$ cat src/rtl/alu_sequencer.sv
// alu_sequencer: request/response front end for the combinational 64-bit alu.
// Accepts one op per handshake, decodes ALUOp/opcode to a 4-bit control code,
// drives the alu from registers, captures result/zero one cycle later and
// returns them on a valid/ready response channel. Counts completed responses.
module alu_sequencer #(
  parameter int N     = 64,
  parameter int CNT_W = 16
) (
  input  logic             clk,
  input  logic             reset,
  input  logic             req_valid,
  output logic             req_ready,
  input  logic [1:0]       req_aluop,
  input  logic [10:0]      req_opcode,
  input  logic [N-1:0]     req_a,
  input  logic [N-1:0]     req_b,
  output logic [N-1:0]     alu_a,
  output logic [N-1:0]     alu_b,
  output logic [3:0]       alu_control,
  input  logic [N-1:0]     alu_result,
  input  logic             alu_zero,
  output logic             rsp_valid,
  input  logic             rsp_ready,
  output logic [N-1:0]     rsp_result,
  output logic             rsp_zero,
  output logic             rsp_error,
  output logic [CNT_W-1:0] op_count
);

  localparam logic [1:0] IDLE = 2'd0;
  localparam logic [1:0] EXEC = 2'd1;
  localparam logic [1:0] RESP = 2'd2;

  localparam logic [10:0] OP_ADD = 11'b10001011000;
  localparam logic [10:0] OP_SUB = 11'b11001011000;
  localparam logic [10:0] OP_AND = 11'b10001010000;
  localparam logic [10:0] OP_ORR = 11'b10101010000;

  logic [1:0] state;
  logic       dec_ok;
  logic [3:0] dec_ctl;

  // Handshake flags come straight from state so neither side sees a comb path.
  assign req_ready = (state == IDLE);
  assign rsp_valid = (state == RESP);

  // Decode ALUOp + R-format opcode into the alu control code; flag anything else.
  always_comb begin
    dec_ok  = 1'b1;
    dec_ctl = 4'b0000;
    case (req_aluop)
      2'b00: dec_ctl = 4'b0010;
      2'b01: dec_ctl = 4'b0111;
      2'b10: begin
        case (req_opcode)
          OP_ADD:  dec_ctl = 4'b0010;
          OP_SUB:  dec_ctl = 4'b0110;
          OP_AND:  dec_ctl = 4'b0000;
          OP_ORR:  dec_ctl = 4'b0001;
          default: dec_ok  = 1'b0;
        endcase
      end
      default: dec_ok = 1'b0;
    endcase
  end

  // FSM: IDLE accepts, EXEC lets the alu settle and captures, RESP holds until taken.
  // Illegal requests jump straight to RESP and leave the alu registers untouched.
  always_ff @(posedge clk or posedge reset) begin
    if (reset) begin
      state       <= IDLE;
      alu_a       <= '0;
      alu_b       <= '0;
      alu_control <= 4'b0000;
      rsp_result  <= '0;
      rsp_zero    <= 1'b0;
      rsp_error   <= 1'b0;
      op_count    <= '0;
    end else begin
      case (state)
        IDLE: begin
          if (req_valid) begin
            if (dec_ok) begin
              alu_a       <= req_a;
              alu_b       <= req_b;
              alu_control <= dec_ctl;
              state       <= EXEC;
            end else begin
              rsp_result <= '0;
              rsp_zero   <= 1'b0;
              rsp_error  <= 1'b1;
              state      <= RESP;
            end
          end
        end
        EXEC: begin
          rsp_result <= alu_result;
          rsp_zero   <= alu_zero;
          rsp_error  <= 1'b0;
          state      <= RESP;
        end
        RESP: begin
          if (rsp_ready) begin
            op_count <= op_count + CNT_W'(1);
            state    <= IDLE;
          end
        end
        default: state <= IDLE;
      endcase
    end
  end

endmodule

$ cat config.mk
export PLATFORM = sky130hd
export DESIGN_NAME = alu_sequencer
export DESIGN_NICKNAME = d
export VERILOG_FILES = /design/src/rtl/alu_sequencer.sv
export SDC_FILE = /design/constraint.sdc
export NUM_CORES = 1
export LEC_CHECK = 0
export ABC_CLOCK_PERIOD_IN_PS = 7500
export BUFFER_PORTS_ARGS = -buffer_cell sky130_fd_sc_hd__buf_2
export CORE_AREA = 4 4 161 163
export CTS_CLUSTER_SIZE = 24
export DETAILED_ROUTE_END_ITERATION = 8
export DIE_AREA = 0 0 165 167
export PLACE_DENSITY = 0.75
export SYNTH_ARGS = -nofsm -noshare
export SYNTH_HDL_FRONTEND = slang
export SYNTH_SLANG_ARGS = --single-unit
$ cat constraint.sdc
create_clock -name clk -period 7.5 [get_ports clk]
set_input_delay 0.75 -clock clk [delete_from_list [all_inputs] [get_ports clk]]
set_output_delay 0.75 -clock clk [all_outputs]
set_load 0.01 [all_outputs]
== After elaboration in Yosys (flattened, before gate mapping) ==
Cells that the tools add are included.
Widths: inputs -> output; s select.
Word-level totals
  flip-flop bits (word level): 216
  input bits: 210
  logic and storage cells: 46
Cells by class
  add/subtract/negate cells: 1
  equal/unequal tests: 11
  multiplexer cells: 17
  reduce and logical (&&, ||, !) cells: 9
Operators by type and width (count)
  $mux 64: 2
  $pmux 64 s2: 1
  $eq 11x11->1 const B: 4
  $pmux 3 s3: 2
  $add 16x1->16 const B: 1
  $mux 2: 3
  $pmux 1 s2: 3
  $pmux 2 s3: 1
  $reduce_and 3->1: 2
  $mux 1: 5
  $eq 2x1->1 const B: 2
  $eq 2x2->1 const B: 2
  $logic_not 2->1: 2
  $ne 2x2->1 const B: 2
  $reduce_and 2->1: 2
  $reduce_or 4->1: 1
  $ne 2x1->1 const B: 1
  $reduce_bool 2->1: 1
  $reduce_or 2->1: 1

== Depth between registers and ports, before layout ==
  depth after elaboration: 7
  gate-level depth with buffers: 6
  mapped depth without buffers: 5

== Worst setup path after synthesis ==
OpenSTA, ideal clock, no wires.
  kind: input -> register
  start point: input port req_opcode[7]
  end point: register alu_a[0]
  library setup time: 125 ps
  arrival: 1981 ps
  required time: 7375 ps
  slack: 5394 ps
  stages on the path: 6
  cells stage by stage: and4bb_1 a41oi_2 nor2_4 buf_12 buf_12 mux2_4
On the way
  word-level cells in the longest chain between the ends: 5
  elaborated cells between the ends (all ways): 8
  those cells by class: eq/ne (4); mux (2); reduce/logical (2)
RTL lines
  start, declared: RTL line 14  | input logic [10:0] req_opcode,
  $eq 11x11->1: RTL line 55  | case (req_opcode)
  $reduce_or 4->1 (no source line) *
  $mux 1 *: RTL line 55
  $pmux 1 s2 *: RTL line 51  | case (req_aluop)
  $reduce_and 3->1 (no source line) *
  end signal, assigned: RTL line 84  | alu_a <= req_a;
  end, declared: RTL line 17  | output logic [N-1:0] alu_a,
Every way passes the cells marked *; elsewhere a longest branch is shown, timed or not.
A chain may end at the register's enable or synchronous reset.

== Worst setup path in the final report ==
  start point: register state[1]
  end point: register alu_a[61]
On the way
  word-level cells in the longest chain between the ends: 2
RTL lines
  start, declared: RTL line 39  | logic [1:0] state;
  start signal, assigned: RTL line 71  | state <= IDLE;
  start signal, assigned: RTL line 87  | state <= EXEC;
  start signal, assigned: RTL line 92  | state <= RESP;
  $logic_not 2->1: RTL line 80  | case (state)
  $reduce_and 3->1 (no source line)
No other way between the ends.

==> impl_metrics.csv <==
group,metric,value,unit
sta,slew_headroom,29.7,%
power_and_ir_drop,ir_worst_vdd,286,µV
sta,worstMarginPinSlew,1.05,ns
drt,drc,0,
sta,final.period_utilization,30.9,%
placement,place_hpwl,17.3,mm
global_routing,grt_pass1_vias,6940,
drt,avgViaCountPerCell,4.67,
setup_path,r2r_slack,5.18,ns
yosys,netlist.area_leader.share,61.0,%
finish,area_growth,33.9,%
yosys,synth_top_cell_by_area,"dfrtp_1",
setup_path,arrival,2.69,ns
floorplanning,rows,57,
sta,setup_viol,0,
global_routing,antenna_found_initial,3,
global_routing,overflow,0,
drt,first_iter_violations,412,
setup_path,cp_slowest_cell,"buf_12",
placement,portBuffers,424,
sta,setup_slack,5.18,ns
yosys,postSynth.asyncResetShare,100,%
setup_path,slowest_delay,0.50,ns
cts,clock_path_buffers,3,
cts,cts_tree,"built",
setup_path,cp-start-kind,"flip-flop",
setup_path,cp.required,7.88,ns
setup_path,crit_family,"simple AND/OR/NAND/NOR gates",
yosys,synth_edf_count,0,
floorplanning,num_io_pins,426,
finish,layout.nets,1280,
floorplanning,start_util,36.3,%
finish,drive_above_1_share,55.3,%
setup_path,crit_path_end_kind,"flip-flop",
drt,top_layer,"met5",
floorplanning,die_w,165,µm
sta,finClkSkew,0.00663,ns
sta,fmax,0.432,GHz
yosys,synth.distinct_cells,35,
power_and_ir_drop,p_leak,6.06,nW
yosys,synth_seq_cells,215,
drt,vias,6565,
cts,cts_setup_buffers,0,
yosys,yosysWarnings,0,
yosys,syn_area,0.00883,mm²
placement,gp_congestion,0.801,
sta,rsz0062_at_grt,"no",
drt,route.met2.wl,12.1,mm
sta,period_needed,2.32,ns
global_routing,grt_usage,16.4,%
yosys,synth_area_leaders,"dfrtp_1 (61%), mux2_4 (15%), nand2_1 (6.0%)",
worst_hold_path,min-delay-path-class,"primary input to asynchronous set/reset pin",
drt,wl_per_cell,17.1,µm
drt,drt_first_pass_iters,4,
drt,antenna_left,0,
power_and_ir_drop,p_per_area,422,mW/mm²
yosys,syn-instance-count,651,
placement,post-place-ws,4.74,ns
flow_run,drv_cap,0,
cts,cts.sinks,215,
power_and_ir_drop,power,0.00499,W
yosys,syn_area_per_cell,13.6,µm²
setup_path,critPathBufInv,1,
outcome,status,"complete, no violations",
cts,ctsResizeCount,0,
cts,clk_latency,0.50,ns
setup_path,path_cells,"nor2_1 > nand2_1 > nor2_4 > buf_12 > mux2_2",
setup_path,crit_fanout,131,
sta,slew_viol_final,0,
cts,path_clk_slew,0.06,ns
yosys,synth_common_cells,"dfrtp_1 (215), nand2_1 (142), mux2_4 (90), a21oi_1 (67), mux2_2 (38)",
drt,wl_met3,2.30,mm
cts,hold_buffers,0,
cts,ctsHtreeMaxLevel,1,
global_routing,grt_start_max_net_pins,132,
yosys,synth_ff_type,"dfrtp_1",
yosys,yosysSeqAreaShare,61.0,%
global_routing,grt_pass1_wl,36.6,mm
sta,final.setup.tns,0,ns
drt,totalWireLength,24.1,mm
setup_path,critPathKind,"flip-flop to flip-flop",
cts,cts_made_buffers,23,
yosys,syn_nets,862,
floorplanning,die_h,167,µm
yosys,yosysMostFrequentCell,"dfrtp_1",
floorplanning,core_area,0.0243,mm²
sta,finalHoldViolations,0,
finish,nFillCells,2207,
drt,wl_met1,8.97,mm
cts,cts-root-buf,"clkbuf_16",
floorplanning,die-area,0.0276,mm²
-- final timing paths --
kind	start	endpoint	cells after the start
max	state[1]$_DFFE_PP0P_	alu_a[61]$_DFFE_PP0P_	5
min	reset	rsp_result[42]$_DFFE_PP0P_	2
max reg2reg	state[1]$_DFFE_PP0P_	alu_a[61]$_DFFE_PP0P_	5
min reg2reg	rsp_error$_DFFE_PP0P_	rsp_error$_DFFE_PP0P_	1
max in group asynchronous	reset	alu_b[16]$_DFFE_PP0P_	3
min in group clk	req_aluop[1]	alu_control[1]$_DFFE_PP0P_	2
-- sequential cells by signal, indices dropped and copies added, names as in the netlist --
name and count:
rsp_error 1, op_count 16, state 2, alu_b 64
alu_control 3, rsp_zero 1, alu_a 64, rsp_result 64
-- area by class of cell --
| cell class | count | area [µm²] | share of cell area [%] |
|---|---|---|---|
| Sequential cell | 215 | 5380 | 45.5 |
| Inverter | 3 | 18.8 | 0.159 |
| Tap cell | 324 | 405 | 3.43 |
| Clock buffer | 36 | 714 | 6.04 |
| Timing Repair Buffer | 430 | 2180 | 18.4 |
| Multi-Input combinational cell | 396 | 3120 | 26.4 |
| Antenna cell | 1 | 2.50 | 0.0212 |
| Clock inverter | 1 | 5.00 | 0.0423 |
-- per-stage QoR --
stage / utilization, % / cell area (µm²) / instances / hold WS (ns)
2_1_floorplan: - / 8830 / 651 / 0.507
4_1_cts: 48.6 / 11800 / 1405 / 0.374
6_report: 48.6 / 11800 / 1406 / 0.364
3_5_place_dp: 45.6 / 11100 / 1368 / 0.472
5_1_grt: 48.6 / 11800 / 1406 / 0.400
3_3_place_gp: 45.6 / 11100 / 1368 / 0.456
-- routing by layer --
layer / global-route usage (%) / vias to the layer above
met4: 4.63 / 4
met1: 18.6 / 3178
met2: 29.4 / 301
li1: - / 3032
met5: 0 / -
met3: 5.19 / 50
-- kinds of logic after synthesis --
logic type | share of synthesized area (%)
buffers and inverters | 3.91
XOR/XNOR | 1.49
flip-flops | 61.0
other | 0.0425
AO/OA/AOI/OAI | 4.47
multiplexers | 20.4
AND/OR/NAND/NOR | 8.61
adder cells (fa/ha/maj) | 0.142
-- cell usage in the layout (no fill, tap or decap), drive strengths merged --
| cell type | instances |
|---|---|
| a21o | 1 |
| and3b | 1 |
| nand2b | 1 |
| xnor2 | 13 |
| nand4 | 4 |
| nor3b | 2 |
| clkbuf | 36 |
| mux2i | 2 |
| nor3 | 2 |
| buf | 430 |
| o22a | 2 |
| nor2b | 2 |
| and4bb | 1 |
| nand2 | 142 |
| dfrtp | 215 |
| nand3b | 1 |
| a21oi | 67 |
| ha | 1 |
| conb | 1 |
| a41oi | 1 |
| inv | 3 |
| xor2 | 2 |
| nor2 | 6 |
| o21ai | 2 |
| and3 | 2 |
| diode | 1 |
| nor4b | 2 |
| nand3 | 4 |
| mux2 | 128 |
| and4 | 5 |
| clkinv | 1 |
| o21a | 1 |
-- report_power, final --
part	internal [W]	total, W	switching, W
clock	0.000645	0.00108	0.000435
sequential	0.00172	0.00203	0.000316
combinational	0.000980	0.00188	0.000898
total	0.00334	0.00499	0.00165
No activity file was read; power rests on OpenSTA's default activity.
